### config.mk
export PLATFORM = sky130hd
export DESIGN_NAME = rrat_retire
export DESIGN_NICKNAME = d
export VERILOG_FILES = /design/src/rtl/rrat_retire_pkg.sv /design/src/rtl/rrat_retire_restore_seq.sv /design/src/rtl/rrat_retire.sv
export SDC_FILE = /design/constraint.sdc
export NUM_CORES = 1
export LEC_CHECK = 0
export BUFFER_PORTS_ARGS = -buffer_cell sky130_fd_sc_hd__buf_2
export CAP_MARGIN = 20
export CORE_MARGIN = 1.5
export CORE_UTILIZATION = 55
export DETAILED_ROUTE_END_ITERATION = 7
export PLACE_DENSITY = 0.72
export REMOVE_ABC_BUFFERS = 1
export SYNTH_ARGS = -nofsm -noshare
export SYNTH_HDL_FRONTEND = slang
export SYNTH_SLANG_ARGS = --single-unit
### constraint.sdc
create_clock -name clk -period 2.51 [get_ports clk]
set_clock_uncertainty 0.1 [all_clocks]
set_input_delay 0.1255 -clock clk [delete_from_list [all_inputs] [get_ports clk]]
set_output_delay 0.1255 -clock clk [all_outputs]
set_load 0.01 [all_outputs]
### src/rtl/rrat_retire_pkg.sv
// Shared types and default sizing for the retirement RAT.
package rrat_retire_pkg;

    localparam int ARCH_REGS       = 32;
    localparam int PHYS_REGS       = 64;
    localparam int ARCH_WIDTH      = $clog2(ARCH_REGS);
    localparam int PHYS_WIDTH      = $clog2(PHYS_REGS);
    localparam int PROCESSOR_WIDTH = 2;
    localparam int RESTORE_LANES   = 8;

    typedef enum logic [0:0] {
        RRAT_IDLE = 1'b0,
        RRAT_COPY = 1'b1
    } rrat_state_t;

endpackage

### src/rtl/rrat_retire_restore_seq.sv
// Restore sequencer: walks the committed map one beat per cycle after a flush.
//
// state | meaning
// IDLE  | commits accepted; waiting for flush_req
// COPY  | one map beat on the outputs per cycle; commits stalled
module rrat_retire_restore_seq
    import rrat_retire_pkg::*;
#(
    parameter int NBEATS = 4,
    parameter int BEAT_W = 2
) (
    input  logic              clk,
    input  logic              rst,
    input  logic              flush_req,
    output logic [BEAT_W-1:0] beat_idx,
    output logic              beat_valid,
    output logic              beat_done,
    output logic              ready
);

    localparam logic [0:0]        ST_IDLE   = 1'(RRAT_IDLE);
    localparam logic [0:0]        ST_COPY   = 1'(RRAT_COPY);
    localparam logic [BEAT_W-1:0] LAST_BEAT = BEAT_W'(NBEATS - 1);

    logic [0:0]        state;
    logic [BEAT_W-1:0] beat_cnt;

    // State and beat counter; the counter only returns to zero on COPY->IDLE.
    always_ff @(posedge clk) begin
        if (rst) begin
            state    <= ST_IDLE;
            beat_cnt <= '0;
        end else begin
            case (state)
                ST_IDLE: begin
                    if (flush_req) begin
                        state    <= ST_COPY;
                        beat_cnt <= '0;
                    end
                end
                ST_COPY: begin
                    if (beat_cnt == LAST_BEAT) begin
                        state    <= ST_IDLE;
                        beat_cnt <= '0;
                    end else begin
                        beat_cnt <= beat_cnt + BEAT_W'(1);
                    end
                end
                default: begin
                    state    <= ST_IDLE;
                    beat_cnt <= '0;
                end
            endcase
        end
    end

    // All outputs decode straight from registers, so they are glitch-free beats.
    always_comb begin
        beat_idx   = beat_cnt;
        beat_valid = (state == ST_COPY);
        beat_done  = (state == ST_COPY) && (beat_cnt == LAST_BEAT);
        ready      = (state == ST_IDLE);
    end

endmodule

### src/rtl/rrat_retire.sv
// Retirement RAT: committed arch->phys map, in-order multi-lane commit with
// intra-group WAW resolution, displaced-preg return, and flush-time restore stream.
module rrat_retire #(
    parameter int COMMIT_W      = rrat_retire_pkg::PROCESSOR_WIDTH,
    parameter int ARCH_REGS     = rrat_retire_pkg::ARCH_REGS,
    parameter int PHYS_REGS     = rrat_retire_pkg::PHYS_REGS,
    parameter int RESTORE_LANES = rrat_retire_pkg::RESTORE_LANES,
    // derived widths, not meant to be overridden
    parameter int ARCH_W        = $clog2(ARCH_REGS),
    parameter int PHYS_W        = $clog2(PHYS_REGS)
) (
    input  logic                                  clk,
    input  logic                                  rst,
    input  logic [COMMIT_W-1:0]                   commit_valid,
    input  logic [COMMIT_W-1:0][ARCH_W-1:0]       commit_arch,
    input  logic [COMMIT_W-1:0][PHYS_W-1:0]       commit_phys,
    output logic                                  commit_ready,
    output logic [COMMIT_W-1:0]                   free_valid,
    output logic [COMMIT_W-1:0][PHYS_W-1:0]       free_preg,
    input  logic                                  flush_req,
    output logic                                  restore_valid,
    output logic [ARCH_W-1:0]                     restore_base,
    output logic [RESTORE_LANES-1:0][PHYS_W-1:0]  restore_map,
    output logic                                  restore_done
);

    import rrat_retire_pkg::*;

    localparam int NBEATS = ARCH_REGS / RESTORE_LANES;
    localparam int BEAT_W = (NBEATS > 1) ? $clog2(NBEATS) : 1;

    logic [PHYS_W-1:0]                 map_q [ARCH_REGS];
    logic [PHYS_W-1:0]                 map_d [ARCH_REGS];
    logic [COMMIT_W-1:0]               lane_en;
    logic [COMMIT_W-1:0][PHYS_W-1:0]   displaced;
    logic [BEAT_W-1:0]                 beat_idx;
    logic                              beat_valid;
    logic                              beat_done;

    rrat_retire_restore_seq #(
        .NBEATS (NBEATS),
        .BEAT_W (BEAT_W)
    ) u_seq (
        .clk        (clk),
        .rst        (rst),
        .flush_req  (flush_req),
        .beat_idx   (beat_idx),
        .beat_valid (beat_valid),
        .beat_done  (beat_done),
        .ready      (commit_ready)
    );

    // A lane counts only when the block is accepting and it does not target x0.
    always_comb begin
        lane_en = '0;
        for (int i = 0; i < COMMIT_W; i++) begin
            lane_en[i] = commit_ready && commit_valid[i] && (commit_arch[i] != '0);
        end
    end

    // Displaced preg: youngest older lane writing the same arch wins over the table.
    always_comb begin
        displaced = '0;
        for (int i = 0; i < COMMIT_W; i++) begin
            displaced[i] = map_q[commit_arch[i]];
            for (int k = 0; k < i; k++) begin
                if (lane_en[k] && (commit_arch[k] == commit_arch[i])) begin
                    displaced[i] = commit_phys[k];
                end
            end
        end
    end

    // Next map: lanes applied oldest first, so the youngest writer lands last.
    always_comb begin
        map_d = map_q;
        for (int i = 0; i < COMMIT_W; i++) begin
            if (lane_en[i]) begin
                map_d[commit_arch[i]] = commit_phys[i];
            end
        end
    end

    // Map storage and registered free-list return.
    always_ff @(posedge clk) begin
        if (rst) begin
            for (int i = 0; i < ARCH_REGS; i++) begin
                map_q[i] <= PHYS_W'(i);
            end
            free_valid <= '0;
            free_preg  <= '0;
        end else begin
            map_q      <= map_d;
            free_valid <= lane_en;
            for (int i = 0; i < COMMIT_W; i++) begin
                free_preg[i] <= lane_en[i] ? displaced[i] : '0;
            end
        end
    end

    // Restore beat mux; held at zero outside COPY so idle outputs stay quiet.
    always_comb begin
        restore_valid = beat_valid;
        restore_done  = beat_done;
        restore_base  = '0;
        restore_map   = '0;
        if (beat_valid) begin
            restore_base = ARCH_W'(int'(beat_idx) * RESTORE_LANES);
            for (int j = 0; j < RESTORE_LANES; j++) begin
                restore_map[j] = map_q[ARCH_W'(int'(beat_idx) * RESTORE_LANES + j)];
            end
        end
    end

endmodule
==> flow_metrics.env, run 1 <==
export IMPL_status="finished clean"
export IMPL_wl_met3_um=8630
export IMPL_dr_first_iter_drc_count=2227
export IMPL_grt_overflow_total=0
export IMPL_fmax_mhz=416
export IMPL_ys_ff_latch=209
export IMPL_setup_viol=0
export IMPL_numClockSinks=209
export IMPL_slew_viol_final=0
export IMPL_core_area_um2=26200
export IMPL_endpoint_kind="output port"
export IMPL_path_class="flop to output port"
export IMPL_whs_ns=0.0173
export IMPL_critPathTopFamily="flip-flops"
export IMPL_hold_viol_final=0
export IMPL_num_rows=59
export IMPL_post_route_min_period_ns=2.40
export IMPL_ys_warn_count=0
export IMPL_n_fill_cell=2233
export IMPL_synth_seq_area_share_pct=28.3
export IMPL_crit_arrival_ns=2.18
export IMPL_firstDrtPassIters=6
export IMPL_leakagePower_uw=0.00660
export IMPL_startpoint_type="flop"
export IMPL_grt_max_degree=117
export IMPL_dieArea_um2=27900
export IMPL_fin_area_um2=16700
export IMPL_clock_root_buffer="clkbuf_16"
export IMPL_postSynthAreaPerCell_um2=9.04
export IMPL_cts_buffers=25
export IMPL_ant_nets=0
export IMPL_drive_above_1_share_pct=27.1
export IMPL_fin_nets=1725
export IMPL_synth_edf_count=0
export IMPL_path_max_fanout=12
export IMPL_die_w_um=167
export IMPL_grt_pass1_vias=13806
export IMPL_drt_met1_wl_um=23900
export IMPL_placed_area_um2=15800
export IMPL_fp_dieH_um=167
export IMPL_vias=14505
export IMPL_synth_cell_type_count=67
export IMPL_grt_use_total_pct=43.6
export IMPL_areaGrowthSynthToFinish_pct=12.7
export IMPL_vias_per_cell=7.07
export IMPL_drc=0
export IMPL_rsz0062_at_grt="no"
export IMPL_hpwl_um=44300
export IMPL_antenna_found_initial=3
export IMPL_cpPeakStageDelay_ns=0.54
export IMPL_path_clk_slew_ns=0.06
export IMPL_finalWirelength_um=61400
export IMPL_cts_tree="done"
export IMPL_dr_wl_met2_um=25800
export IMPL_ir_drop_mv=0.534
export IMPL_path_cells="buf_8 -> mux4_2 -> and2_1 -> buf_2"
export IMPL_slew_headroom_pct=34.8
export IMPL_synthCells=1638
export IMPL_clock_latency_ns=0.55
export IMPL_routed_top_layer="met5"
export IMPL_crit_required_ns=2.28
export IMPL_gp_congestion=1.09
export IMPL_powerDensity_nw_per_um2=499
export IMPL_async_reset_ff_share_pct=0
export IMPL_ioPinCount=97
export IMPL_cts_resized=0
export IMPL_syn_cell_area_um2=14800
export IMPL_finalCritPeriodShare_pct=95.8
export IMPL_avgRoutedWirePerCell_um=29.9
export IMPL_grt_pass1_wl_um=89900
export IMPL_hold_class="primary input to flop"
export IMPL_start_util_pct=56.5
export IMPL_synth_flop_cell="dfxtp_1"
export IMPL_crit_slowest_cell="dfxtp_4"
export IMPL_path_buf_inv=2
export IMPL_worst_pin_slew_ns=0.978
export IMPL_portBuffers=93
export IMPL_maxCapViolations=0
export IMPL_clock_path_buffers=3
export IMPL_cts_max_level=1
## synthesized netlist by cell type (4+ instances only)
cell       number  area [µm²]
a211oi_1       50         375
a21oi_1        88         440
a221oi_1        4        35.0
a22oi_1        12        90.1
a311oi_1       58         508
a311oi_2        5        75.1
and2_1         60         375
and3_1          7        43.8
buf_1           6        22.5
buf_2          47         235
buf_4          20         150
buf_6           8        90.1
clkbuf_1      103         387
dfxtp_1       209        4180
mux2_2          8        90.1
mux2i_1       217        2170
mux4_2         94        2120
nand2_1       104         390
nand2_2         7        43.8
nand2b_1        5        31.3
nand3_1        71         355
nand4_2         4        50.1
nand4b_1        7        61.3
nor2_1        208         781
nor2_2          6        37.5
nor2b_1        16         100
nor3_1         12        60.1
nor3b_1         6        45.0
o2111ai_1       5        43.8
o21ai_0        19        95.1
o22ai_1        32         200
or2_1           5        31.3
or2_2          75         469
## tightest hold or removal path, delay by kind of cell
| kind | cells | cell delay [ns] |
|---|---|---|
| buffers and inverters | 2 | 0.30 |
| AND/OR/NAND/NOR | 1 | 0.09 |
| AO/OA/AOI/OAI | 1 | 0.08 |
## metrics by stage
| step | power, µW | worst slack (ns) | cells | util (%) | TNS [ns] |
|---|---|---|---|---|---|
| after floorplan | 4020 | -0.683 | 1456 | - | -39.73 |
| after global placement | 4720 | 0.234 | 1999 | 60.4 | 0 |
| after detailed placement | 4730 | 0.254 | 1999 | 60.4 | 0 |
| after CTS | 8270 | 0.113 | 2049 | 63.7 | 0 |
| after global routing | 8490 | 0.0501 | 2049 | 63.7 | 0 |
| final | 8330 | 0.106 | 2051 | 63.7 | 0 |
## logic make-up after synthesis
group                    Yosys count  share of synthesized area (%)
multiplexers                     319                           29.6
adder cells (fa/ha/maj)            1                         0.0845
XOR/XNOR                           5                          0.296
buffers and inverters            185                           6.00
AND/OR/NAND/NOR                  629                           22.3
AO/OA/AOI/OAI                    289                           13.5
flip-flops                       209                           28.3
other                              1                         0.0253
## where the power goes
| part | total (µW) | internal [µW] | switching (µW) |
|---|---|---|---|
| Combinational | 1250 | 480 | 774 |
| Clock | 3600 | 2090 | 1510 |
| Sequential | 3480 | 3370 | 102 |
## cell type report
class                   instances  area (µm²)  area share (%)
diodes                          2        5.00          0.0300
clock buffers                  37         721            4.32
clock inverters                 7        73.8           0.442
inverters                       1        3.75          0.0225
multi-input cells            1246        9740            58.4
flip-flops and latches        209        4190            25.1
well taps                     335         419            2.51
repair buffers                214        1530            9.17
## path summary, 6_finish.rpt
check / end / from / depth (start not counted) / slack, ns
max reg2reg: map_q[40] / u_seq.beat_valid / 7 / 0.20
min: map_q[133] / commit_phys[1] / 4 / 0.02
max: restore_map[20] / u_seq.beat_idx[0] / 4 / 0.11
min reg2reg: map_q[187] / map_q[187] / 1 / 0.41
## timing repair
item,in CTS,in global routing
setup endpoints to repair,6,0
hold endpoints to repair,51,0
hold buffers,5,0
setup buffers,1,0
## state kept, by name, indices dropped and copies added, names as in the netlist
| signal | flops |
|---|---|
| free_preg | 12 |
| free_valid | 2 |
| map_q | 192 |
| u_seq.beat_idx | 2 |
| u_seq.beat_valid | 1 |
## routing by layer
metal	global-route usage, %	vias up
met5	0	-
met1	58.4	6995
met4	20.0	6
met3	13.5	224
li1	-	6145
met2	64.1	1135
## cells in the final DEF, fill, tap and decap left out, types with 50 or more instances in the layout
cell,instances
a211oi_1,50
a21oi_1,88
a311oi_1,58
and2_1,60
buf_2,90
buf_4,107
dfxtp_1,206
mux2i_1,217
mux4_2,94
nand2_1,104
nand3_1,71
nor2_1,208
or2_2,75
Note: power is estimated with default switching activity, not from simulation.
==> run 2, diff against run 1 <==
PLACE_DENSITY = default   (was 0.72)
PLACE_DENSITY_LB_ADDON = 0.15   (was default)
REMOVE_ABC_BUFFERS = default   (was 1)
SYNTH_HIERARCHICAL = 1   (was default)
==> run 2 against run 1 <==
Net effect: register-to-register slack better by 0.05 ns; clock power increased by 6.4%; sequential share of layout area up 0.93 points; critical path depth unchanged.
==> flow_metrics.env, run 2 <==
export IMPL_final_util_pct=63.7
export IMPL_postCtsSetupBuffers=0
export IMPL_grt_overflow_total=0
export IMPL_async_reset_ff_share_pct=0
export IMPL_grt_pass1_wl_um=88100
export IMPL_path_cells="buf_12 -> mux4_2 -> and2_1 -> buf_2"
export IMPL_largest_reg_flops=192
export IMPL_drive_above_1_share_pct=23.3
export IMPL_hold_viol_final=0
export IMPL_vias=14933
export IMPL_fin_nets=1719
export IMPL_multiInputGateArea_um2=9210
export IMPL_fmax_mhz=411
export IMPL_powerDensity_nw_per_um2=528
export IMPL_maxCapViolations=0
export IMPL_portBuffers=93
export IMPL_die_w_um=163
export IMPL_yosysMostFrequentCell="nand2_1"
export IMPL_dieArea_um2=26700
export IMPL_numClockSinks=209
export IMPL_post_route_min_period_ns=2.43
export IMPL_ir_drop_mv=0.497
export IMPL_hpwl_um=42800
export IMPL_path_max_fanout=52
export IMPL_setup_tns_ns=0
export IMPL_areaGrowthSynthToFinish_pct=13.6
export IMPL_layout_commonest_cell="nand2_1"
export IMPL_clock_path_buffers=3
export IMPL_synth_cell_type_count=56
export IMPL_leakagePower_uw=0.00589
export IMPL_avgRoutedWirePerCell_um=29.7
export IMPL_cts_tree="done"
export IMPL_grt_max_degree=93
export IMPL_cts_resized=0
export IMPL_vias_per_cell=7.32
export IMPL_ys_ff_latch=209
export IMPL_setup_viol=0
export IMPL_rrSetupSlack_ns=0.25
export IMPL_cts_buffers=25
export IMPL_regMostFlops="map_q"
export IMPL_slew_viol_final=0
export IMPL_finalWirelength_um=60700
export IMPL_status="finished clean"
export IMPL_dr_first_iter_drc_count=2671
export IMPL_firstDrtPassIters=6
export IMPL_fp_dieH_um=163
export IMPL_gp_congestion=1.12
export IMPL_synthTopCellsByCount="223 x nand2_1, 209 x dfxtp_1, 202 x nor2_1"
export IMPL_slew_headroom_pct=33.9
export IMPL_ioPinCount=97
export IMPL_num_rows=58
export IMPL_ys_warn_count=6
export IMPL_antenna_found_initial=0
export IMPL_ant_nets=0
export IMPL_endpoint_kind="output port"
export IMPL_drc=0
export IMPL_postSynthAreaPerCell_um2=8.55
export IMPL_grt_pass1_vias=13544
export IMPL_hold_class="primary input to flop"
export IMPL_synth_top_cell_area_share_pct=29.5
export IMPL_synthCells=1656
export IMPL_rsz0062_at_grt="no"
export IMPL_worstHoldStart="commit_phys[4]"
export IMPL_n_fill_cell=2162
export IMPL_cpPeakStageDelay_ns=0.61
export IMPL_synth_seq_area_share_pct=29.5
export IMPL_crit_required_ns=2.28
export IMPL_netlist_top_cell_by_area="dfxtp_1"
export IMPL_worst_slack_ns=0.0786
export IMPL_crit_arrival_ns=2.21
export IMPL_worst_pin_slew_ns=0.992
export IMPL_startpoint_type="flop"
export IMPL_path_clk_slew_ns=0.06
export IMPL_crit_slowest_cell="mux4_2"
export IMPL_path_class="flop to output port"
export IMPL_synth_area_leaders="dfxtp_1 30%, mux4_2 17%, mux2i_1 6.9%, a311oi_1 6.2%, nand2_1 5.9%"
export IMPL_grt_use_total_pct=45.0
export IMPL_finalCritPeriodShare_pct=96.9
export IMPL_clock_root_buffer="clkbuf_16"
export IMPL_final_cell_mix="223 x nand2_1, 207 x dfxtp_1, 202 x nor2_1"
export IMPL_regArea_um2=4190
export IMPL_clock_latency_ns=0.55
export IMPL_synth_flop_cell="dfxtp_1"
export IMPL_core_area_um2=25300
export IMPL_cp_startpoint="u_seq/beat_idx[0]"
export IMPL_synth_edf_count=0
export IMPL_reg_largest_list="map_q (192), free_preg (12)"
export IMPL_start_util_pct=56.1
export IMPL_place_ws_ns=0.298
export IMPL_worstReg2RegStart="u_seq/beat_valid"
export IMPL_cts_max_level=1
export IMPL_syn_cell_area_um2=14200
run 2: cell types whose count changed after synthesis, moves of 40 or more:
cell	previous run	this run
or2_2	75	17
a21oi_1	88	38
a311oi_1	58	101
a211oi_1	50	10
o21ai_0	19	160
nand2_1	104	223
nand3_1	71	27
clkbuf_1	103	147
mux2i_1	217	98
run 2: metal layers:
metal / global-route usage (%) / share of wire, % / vias up
met1: 60.6 / 36 / 7037
li1: - / - / 6230
met4: 23.1 / 6.1 / 0
met5: 0 / 0 / -
met2: 65.0 / 41 / 1395
met3: 13.9 / 17 / 271
run 2: critical path: cells and delay by family (launching register included):
family	cells	cell delay, ns
buffers and inverters	2	0.44
and+or+nand+nor	1	0.18
DFF	1	0.35
muxes	1	0.61
run 2: per-stage QoR:
stage	std cells	total power [µW]	hold WS, ns	cell area (µm²)
2_1_floorplan	1658	4200	0.0946	14200
3_3_place_gp	1988	4650	0.320	15200
3_5_place_dp	1988	4650	0.329	15200
4_1_cts	2039	8410	0.0157	16100
5_1_grt	2039	8630	0.0363	16100
6_report	2040	8490	0.0296	16100
run 2: path summary, 6_finish.rpt:
path / depth (start not counted) / end
max: 4 / restore_map[17]
min: 3 / map_q[112]
max reg2reg: 6 / free_preg[10]
min reg2reg: 1 / map_q[186]
run 2: what timing repair did:
action	CTS	global route
hold endpoints to repair	23	0
hold buffers	6	0
setup endpoints to repair	0	0
run 2: layout make-up:
type | instances | area share (%)
Tap cell | 330 | 2.57
Sequential cell | 209 | 26.0
Timing Repair Buffer | 195 | 8.73
Antenna cell | 1 | 0.0156
Clock inverter | 6 | 0.513
Clock buffer | 39 | 4.78
Inverter | 4 | 0.0933
Multi-Input combinational cell | 1256 | 57.3
run 2: logic make-up (layout without fill, tap and decap cells):
| family | after synthesis | count (layout) | synth area share, % |
|---|---|---|---|
| adder cells (fa/ha/maj) | 1 | 1 | 0.0883 |
| AO/OA/AOI/OAI | 404 | 404 | 18.9 |
| multiplexers | 214 | 214 | 24.8 |
| flip-flops | 209 | 209 | 29.5 |
| buffers and inverters | 193 | 244 | 5.53 |
| AND/OR/NAND/NOR | 629 | 629 | 20.8 |
| XOR/XNOR | 5 | 5 | 0.309 |
| other | 1 | 4 | 0.0265 |
run 2: power by group:
| group | internal (µW) | switching, µW | total [µW] |
|---|---|---|---|
| registers | 3370 | 83.1 | 3460 |
| logic | 436 | 762 | 1200 |
| clock network | 2290 | 1540 | 3830 |
